`src/rtl/fb_pkg.sv`:
```
// fb_pkg: framebuffer geometry, write-record types and word-address helper
package fb_pkg;
   localparam int FB_WIDTH       = 640;
   localparam int FB_HEIGHT      = 480;
   localparam int WORDS_PER_LINE = 160;
   localparam int ADDR_W         = 17;
   typedef logic [ADDR_W-1:0] fb_addr_t;
   typedef logic [15:0]       fb_word_t;
   typedef struct packed {
      fb_addr_t   addr;
      fb_word_t   data;
      logic [3:0] nib_en;
   } fb_wr_t;
   typedef enum logic [1:0] {ACCUM, FLUSH_PUSH, FLUSH_DRAIN} fb_state_t;
   // y*WORDS_PER_LINE + x/4 using shifts only; meaningful for in-range pixels
   function automatic fb_addr_t word_addr(input logic [9:0] x, input logic [9:0] y);
      return (fb_addr_t'(y) << 7) + (fb_addr_t'(y) << 5) + fb_addr_t'(x[9:2]);
   endfunction
endpackage

```
`src/rtl/fb_wr_fifo.sv`:
```
// fb_wr_fifo: show-ahead FIFO of framebuffer word writes
//  clk, areset_n : clock, async active-low reset
//  push, wdata   : enqueue (ignored when full)
//  pop           : dequeue head (ignored when empty)
//  rdata         : current head, valid while !empty
//  count, full, empty : occupancy
module fb_wr_fifo
   import fb_pkg::*;
#(
   parameter int DEPTH = 8
) (
   input  logic                   clk,
   input  logic                   areset_n,
   input  logic                   push,
   input  fb_wr_t                 wdata,
   input  logic                   pop,
   output fb_wr_t                 rdata,
   output logic [$clog2(DEPTH):0] count,
   output logic                   full,
   output logic                   empty
);
   localparam int PW = $clog2(DEPTH);
   fb_wr_t mem [DEPTH];
   logic [PW-1:0] wr_ptr, rd_ptr;
   logic do_push, do_pop;
   assign full    = count == (PW+1)'(DEPTH);
   assign empty   = count == '0;
   assign do_push = push && !full;
   assign do_pop  = pop && !empty;
   assign rdata   = mem[rd_ptr];
   always_ff @(posedge clk or negedge areset_n) begin
      if (!areset_n) begin
         for (int i = 0; i < DEPTH; i++) mem[i] <= '0;
         wr_ptr <= '0;
         rd_ptr <= '0;
         count  <= '0;
      end else begin
         if (do_push) mem[wr_ptr] <= wdata;
         wr_ptr <= wr_ptr + PW'(do_push);
         rd_ptr <= rd_ptr + PW'(do_pop);
         count  <= count + (PW+1)'(do_push) - (PW+1)'(do_pop);
      end
   end
endmodule

```
`src/rtl/fb_write_coalescer.sv`:
```
// fb_write_coalescer: packs 4bpp pixel writes into nibble-masked 16-bit framebuffer word writes
//  clk, areset_n        : clock, async active-low reset
//  pix_valid/ready, pix_x, pix_y, pix_data : pixel write stream from the rasterizer
//  flush, flush_done    : drain request pulse and completion pulse
//  busy, drop_count     : activity flag and saturating out-of-range pixel count
//  mem_req/ack, mem_addr, mem_data, mem_nib_en : word write port (may stall)
module fb_write_coalescer
   import fb_pkg::*;
#(
   parameter int FIFO_DEPTH = 8
) (
   input  logic              clk,
   input  logic              areset_n,
   input  logic              pix_valid,
   output logic              pix_ready,
   input  logic [9:0]        pix_x,
   input  logic [9:0]        pix_y,
   input  logic [3:0]        pix_data,
   input  logic              flush,
   output logic              flush_done,
   output logic              busy,
   output logic [15:0]       drop_count,
   output logic              mem_req,
   input  logic              mem_ack,
   output logic [ADDR_W-1:0] mem_addr,
   output logic [15:0]       mem_data,
   output logic [3:0]        mem_nib_en
);
   fb_state_t state, state_nxt;
   fb_wr_t acc, head;
   logic acc_valid, push, fifo_full, fifo_empty;
   logic [$clog2(FIFO_DEPTH):0] fifo_count;
   logic in_range, accept, take, same;
   fb_addr_t addr;
   fb_word_t pix_word, nib_mask;
   logic [3:0] nib_sel;
   assign in_range  = pix_x < 10'(FB_WIDTH) && pix_y < 10'(FB_HEIGHT);
   assign addr      = word_addr(pix_x, pix_y);
   assign nib_sel   = 4'b0001 << pix_x[1:0];
   assign nib_mask  = 16'h000F << {pix_x[1:0], 2'b00};
   assign pix_word  = fb_word_t'(pix_data) << {pix_x[1:0], 2'b00};
   assign pix_ready = state == ACCUM && !flush && !fifo_full;
   assign accept    = pix_valid && pix_ready;
   assign take      = accept && in_range;
   assign same      = acc_valid && acc.addr == addr;
   assign busy      = acc_valid || !fifo_empty || state != ACCUM;
   assign mem_req    = !fifo_empty;
   assign mem_addr   = head.addr;
   assign mem_data   = head.data;
   assign mem_nib_en = head.nib_en;
   always_comb begin
      state_nxt  = state;
      push       = 1'b0;
      flush_done = 1'b0;
      case (state)
         ACCUM: begin
            push = take && acc_valid && !same;
            if (flush) state_nxt = FLUSH_PUSH;
         end
         FLUSH_PUSH: begin
            // hold here only while a valid accumulator waits for a free slot
            push = acc_valid && !fifo_full;
            if (!acc_valid || !fifo_full) state_nxt = FLUSH_DRAIN;
         end
         FLUSH_DRAIN: begin
            flush_done = fifo_empty;
            if (fifo_empty) state_nxt = ACCUM;
         end
         default: state_nxt = ACCUM;
      endcase
   end
   always_ff @(posedge clk or negedge areset_n) begin
      if (!areset_n) state <= ACCUM;
      else state <= state_nxt;
   end
   always_ff @(posedge clk or negedge areset_n) begin
      if (!areset_n) begin
         acc        <= '0;
         acc_valid  <= 1'b0;
         drop_count <= '0;
      end else begin
         if (take) begin
            acc.addr   <= addr;
            acc.data   <= same ? (acc.data & ~nib_mask) | pix_word : pix_word;
            acc.nib_en <= same ? acc.nib_en | nib_sel : nib_sel;
            acc_valid  <= 1'b1;
         end else if (state == FLUSH_PUSH && push) acc_valid <= 1'b0;
         if (accept && !in_range && drop_count != 16'hFFFF) drop_count <= drop_count + 16'd1;
      end
   end
   fb_wr_fifo #(.DEPTH(FIFO_DEPTH)) u_fifo (
      .clk(clk), .areset_n(areset_n), .push(push), .wdata(acc), .pop(mem_ack),
      .rdata(head), .count(fifo_count), .full(fifo_full), .empty(fifo_empty)
   );
endmodule

```
`config.mk`:
```
export PLATFORM = sky130hd
export DESIGN_NAME = fb_write_coalescer
export DESIGN_NICKNAME = d
export VERILOG_FILES = /design/src/rtl/fb_pkg.sv /design/src/rtl/fb_wr_fifo.sv /design/src/rtl/fb_write_coalescer.sv
export SDC_FILE = /design/constraint.sdc
export NUM_CORES = 1
export LEC_CHECK = 0
export ABC_AREA = 1
export CAP_MARGIN = 25
export CELL_PAD_IN_SITES_DETAIL_PLACEMENT = 1
export CELL_PAD_IN_SITES_GLOBAL_PLACEMENT = 1
export CORE_ASPECT_RATIO = 0.8
export CORE_UTILIZATION = 50
export CTS_BUF_LIST = sky130_fd_sc_hd__clkbuf_8
export CTS_CLUSTER_DIAMETER = 30
export DETAILED_ROUTE_END_ITERATION = 7
export GPL_TIMING_DRIVEN = 0
export HOLD_SLACK_MARGIN = 0.05
export PLACE_DENSITY_LB_ADDON = 0.1
export SYNTH_ARGS = -nofsm -noshare
export SYNTH_HDL_FRONTEND = slang
export SYNTH_SLANG_ARGS = --single-unit
```
`constraint.sdc`:
```
create_clock -name clk -period 6.1 [get_ports clk]
set_input_delay 0.61 -clock clk [delete_from_list [all_inputs] [get_ports clk]]
set_output_delay 0.61 -clock clk [all_outputs]
set_load 0.02 [all_outputs]
```
After elaboration in Yosys (flattened, before gate mapping)

Index checks and enable logic that the tools add are counted.
W data, S select, Z words.

Register bits after elaboration: 362
Input bits: 29
Output and inout bits: 57

Add/subtract/negate cells: 7
Order comparisons: 5
Equal/unequal tests: 8
Shifts and indexed selects: 3
Mux-type cells: 16
Bitwise gates (word level): 6
Reductions and logical operators: 29

Operator list:

| operator                | count |
|---|---|
| $bwmux W296             | 1 |
| $bmux W37 S3            | 1 |
| $demux W37 S3           | 1 |
| $mux W37                | 3 |
| $add A17 B15 Y17        | 1 |
| $add A17 B8 Y17         | 1 |
| $eq A17 B17 Y1          | 1 |
| $add A16 B1 Y16 const B | 1 |
| $and A16 B16 Y16        | 1 |
| $mux W16                | 1 |
| $ne A16 B16 Y1 const B  | 1 |
| $not A16 Y16            | 1 |
| $or A16 B16 Y16         | 1 |
| $shl A4 B4 Y16          | 1 |
| $shl A4 B4 Y16 const A  | 1 |
| $logic_and A1 B1 Y1     | 15 |
| $lt A10 B10 Y1 const B  | 1 |
| $lt A10 B9 Y1 const B   | 1 |
| $ge A4 B4 Y1 const B    | 2 |
| $not A3 Y4              | 2 |
| $add A3 B1 Y3           | 2 |
| $logic_not A1 Y1        | 6 |
| $mux W2                 | 3 |
| $ne A2 B2 Y1 const B    | 3 |
| 17 further kinds        | 22 |

Logic depth before layout (Yosys ltp)

Depth after elaboration: 11
Mapped depth: 22
Depth with buffers taken out: 20

Hierarchy

From an unflattened synthesis, not the netlist that was laid out.

Cell total of the unflattened synthesis: 2912
Area, all modules: 20931.3 sq um

Modules (own cells, without submodules):

| module             | times used | cells each | area each (sq um) |
|---|---|---|---|
| fb_wr_fifo         | 1          | 2394       | 16948.8 |
| fb_write_coalescer | 1          | 518        | 3982.6 |

Worst setup path before layout

OpenSTA, ideal clock, no wires.

Path type: input port to flip-flop
Start: input pix_x[9]
End: register u_fifo.count[1]
Data arrival time: 3730 ps
Setup slack: 2306 ps
Stages: 20
Path through: fa_1 fa_1 nand3_1 nand3_2 nand2_1 nand2_1 nand2_1 nand3_1 nand2_1 nand2_1 nor2_1 nand3_2 nand2_2 nand2_4 buf_12 buf_2 ha_1 inv_1 fa_1 inv_1

Word-level cells in the longest chain between the ends: 9
Elaborated cells between the ends (all ways): 13

Ends and longest elaborated chain:

| what                                                    | RTL line                                           | source |
|---|---|---|
| start, declared                                         | fb_write_coalescer.sv:16                           | `input logic [9:0] pix_x,` |
| $add A17 B8 Y17 or $lt A10 B10 Y1 (tied branches)       | fb_pkg.sv:17, fb_write_coalescer.sv:37             |  |
| $eq A17 B17 Y1 or $logic_and A1 B1 Y1 (tied branches)   | fb_write_coalescer.sv:45, fb_write_coalescer.sv:37 |  |
| $logic_and A1 B1 Y1 (on tied branches)                  | fb_write_coalescer.sv:45, fb_write_coalescer.sv:44 |  |
| $logic_not A1 Y1 or $logic_and A1 B1 Y1 (tied branches) | fb_write_coalescer.sv:57                           | `push = take && acc_valid && !same;` |
| $logic_and A1 B1 Y1 *                                   | fb_write_coalescer.sv:57                           |  |
| $pmux W1 S2 *                                           | fb_write_coalescer.sv:55                           | `case (state)` |
| $logic_and A1 B1 Y1 *                                   | fb_wr_fifo.sv:28                                   | `assign do_push = push && !full;` |
| $add A4 B1 Y4 *                                         | fb_wr_fifo.sv:41                                   | `count <= count + (PW+1)'(do_push) - (PW+1)'(do_pop);` |
| $sub A4 B1 Y4 *                                         | fb_wr_fifo.sv:41                                   |  |
| end signal, assigned                                    | fb_wr_fifo.sv:41                                   |  |
| end, declared                                           | fb_wr_fifo.sv:18                                   | `output logic [$clog2(DEPTH):0] count,` |

Every way passes the cells marked *; elsewhere a longest branch is shown, timed or not.
A chain may end at the register's enable or synchronous reset.

Worst setup path after layout

Start: register u_fifo.rd_ptr[0]
End: output mem_addr[0]

Word-level cells in the longest chain between the ends: 4

Ends and longest elaborated chain:

| what                                         | RTL line                 | source |
|---|---|---|
| start, declared                              | fb_wr_fifo.sv:24         | `logic [PW-1:0] wr_ptr, rd_ptr;` |
| start signal, assigned                       | fb_wr_fifo.sv:40         | `rd_ptr <= rd_ptr + PW'(do_pop);` |
| $not A3 Y4 (not written as such)             | fb_wr_fifo.sv:30         | `assign rdata = mem[rd_ptr];` |
| $bmux W37 S3                                 | fb_wr_fifo.sv:30         |  |
| $mux W37 (not written as such) (2 in series) | fb_wr_fifo.sv:30         |  |
| end, declared                                | fb_write_coalescer.sv:25 | `output logic [ADDR_W-1:0] mem_addr,` |

Every way passes these cells. The select of a mux whose other input is x is not followed.

==> reports/qor.yml <==
crit_family: "buffers and inverters"
chipWidth_um: 217
p_per_area_nw_per_um2: 555
syn_area_um2: 18400
insertion_delay_ns: 0.67
rr_startpoint: "acc[27]"
dpl-instance-area_um2: 20000
antenna_found_initial: 1
grt_pass1_vias: 20019
clock-sinks: 362
min_path_type: "reg -> reg"
crit_chain: "inv_1 > clkbuf_1 > clkbuf_1 > clkbuf_1 > nor2_1 > o22ai_1 > nor2_1 > a31oi_1 > clkdlybuf4s50_1"
fin_util: 0.608
synthCells: 2423
wl_per_cell_um: 22.5
drtPass1Iterations: 5
outcome: "finished, final reports clean"
yosys.area.top_type: "dfrtp_1"
yosys.area.top_type_share: 0.491
io_pins: 86
cpMostUsedCell: "clkbuf_1"
yosys_warnings: 0
nets: 2658
die-area_um2: 37700
period_share: 0.862
hold_buffers: 1
path_class: "reg -> out"
vias_per_cell: 5.94
hold_path.startpoint: "u_fifo.mem[138]"
crit_buf_inv: 5
drv_cap: 0
required_ns: 5.49
fin_area_um2: 21900
post_cts_buffers: 0
finalSetupViolCount: 0
synthTopCellsByArea: "dfrtp_1, nand2_1, nand3_1"
relSlewSlack: 0.417
syn_nets: 2485
holdPathEnd: "u_fifo.mem[138]"
synth_most_common_cell: "nand2_1"
clock_skew_ns: 0.0303
drt_iter0_markers: 1885
peakVddDrop_uv: 255
area_delta_synth_final_pct: 19.0
remaining_drc_errors: 0
rr_worst_depth: 17
ys_types: 34
rows: 62
grt_util_all_layers: 0.383
worst_pin_slew_ns: 0.874
initial_core_util: 0.511
cts_made_buffers: 82
rsz0062_at_grt: "no"
p_leak_nw: 11.4
cts_tree: "yes"
port_buffers: 85
hold_viol_final: 0
max_freq_ghz: 0.190
overflow: 0
critPathArrivalTime_ns: 4.65
synth_common_cells: "nand2_1, dfrtp_1, nand3_1, nor2_1, o21ai_0"
core_area_um2: 36100
slew_violations: 0
path_max_fanout: 10
slowest_delay_ns: 0.70
gp_congestion: 0.894
drt_wl_total_um: 70800
cts_buffer_depth: 3
cts_resized: 0
clk_pin_slew_ns: 0.05
hpwl_um: 48800
min_period_ns: 5.26
htreeDepth: 3
layout-drive-gt1-share: 0.0807
ys_seq_elements: 362
end_kind: "primary output"
ff2ff_setup_slack_ns: 2.41
synthArstFlopShare: 1.00
synth_edf_count: 0
synth-seq-area-share: 0.491
synthFlopType: "dfrtp_1"
grt_max_degree: 120
cp_slowest_cell: "clkdlybuf4s50_1"
vias: 18694
die_y_um: 174
synth.avg_cell_area_um2: 7.61
start_kind: "flop"
grt_first_pass_wirelength_um: 111000
timing.rr.end: "u_fifo.count[1]"
min_delay_path_depth: 2
ant_nets: 0
clockRootBuffer: "clkbuf_8"
==> how the worst max path moves through the flow <==
| stage | slack, ns | cells after the start | from | to |
|---|---|---|---|---|
| final | 0.84 | 9 | u_fifo.rd_ptr[0] | mem_addr[0] |
| after CTS | 1.02 | 9 | u_fifo.rd_ptr[0] | mem_addr[15] |
| after floorplan | 2.31 | 20 | pix_x[9] | u_fifo.count[1] |
| after global placement | -11.97 | 1 | areset_n | acc[16] |
| after detailed placement | 0.94 | 21 | pix_x[9] | u_fifo.count[1] |
| after global routing | 0.85 | 9 | u_fifo.rd_ptr[0] | mem_addr[0] |
==> state kept, by name, summed over array words and instances (netlist names) <==
name,count
u_fifo.mem,296
u_fifo.rd_ptr,3
u_fifo.wr_ptr,3
u_fifo.count,4
state,2
acc_valid,1
drop_count,16
acc,37
==> layer usage <==
layer | share of wire | GRT usage
met3 | 0.079 | 0.0696
met1 | 0.42 | 0.504
met4 | 0.032 | 0.162
met2 | 0.47 | 0.621
met5 | 0 | 0
==> cells by family after synthesis <==
family / Yosys count / synth area share
AND/OR/NAND/NOR: 1452 / 0.327
flip-flops: 362 / 0.491
buffers and inverters: 280 / 0.0662
AO/OA/AOI/OAI: 275 / 0.0817
adder cells (fa/ha/maj): 33 / 0.0236
XOR/XNOR: 21 / 0.0107
==> stage by stage <==
| step | power (mW) | hold WS (ns) | setup WS (ns) | instances | setup TNS (ns) |
|---|---|---|---|---|---|
| 2_1_floorplan | 6.42 | 0.314 | 2.31 | 2423 | 0 |
| 3_3_place_gp | 8.43 | 0.448 | -11.97 | 2988 | -4308.12 |
| 3_5_place_dp | 8.67 | 0.453 | 0.942 | 2991 | 0 |
| 4_1_cts | 12.0 | 0.466 | 1.02 | 3144 | 0 |
| 5_1_grt | 12.7 | 0.490 | 0.848 | 3144 | 0 |
| 6_report | 12.2 | 0.470 | 0.845 | 3146 | 0 |
==> cells in the final DEF (no fill, tap or decap), drive strengths merged, types with 2 or more instances in the layout <==
cell type	synthesis	layout
fa	3	3
nand3b	4	4
buf	97	101
inv	90	113
clkinv	0	13
nor3	6	6
nand2	778	778
dfrtp	362	362
bufinv	0	14
clkinvlp	0	8
ha	30	30
diode	0	2
a31oi	38	38
nand4	4	4
xor2	13	13
nor2	316	316
clkdlybuf4s50	0	84
o211ai	12	12
a21oi	13	13
clkbuf	93	187
xnor2	7	7
o22ai	37	37
o21ai	173	173
or2	3	3
nor4	2	2
nand3	338	338
==> layout make-up <==
cell class / instances / area, µm²
multi-input cells: 1781 / 8160
clock buffers: 94 / 1290
fillers: 4513 / 14100
diodes: 2 / 5.00
inverters: 90 / 338
clock inverters: 58 / 658
repair buffers: 89 / 948
flip-flops and latches: 362 / 9060
well taps: 480 / 601
plain buffers: 190 / 883
==> worst register-to-register path: cells and delay by family (launching register included) <==
| kind | cells | cell delay [ns] |
|---|---|---|
| compound gates | 1 | 0.29 |
| fa+ha+maj | 2 | 0.69 |
| buf+inv | 5 | 0.98 |
| flops | 1 | 0.37 |
| simple gates | 9 | 1.29 |
==> power by group <==
group          internal (mW)  switching [mW]
Sequential              3.07           0.405
Clock                   2.02            1.26
Combinational           1.58            3.85
Total                   6.67            5.51
Power figures use the tool's default switching activity.
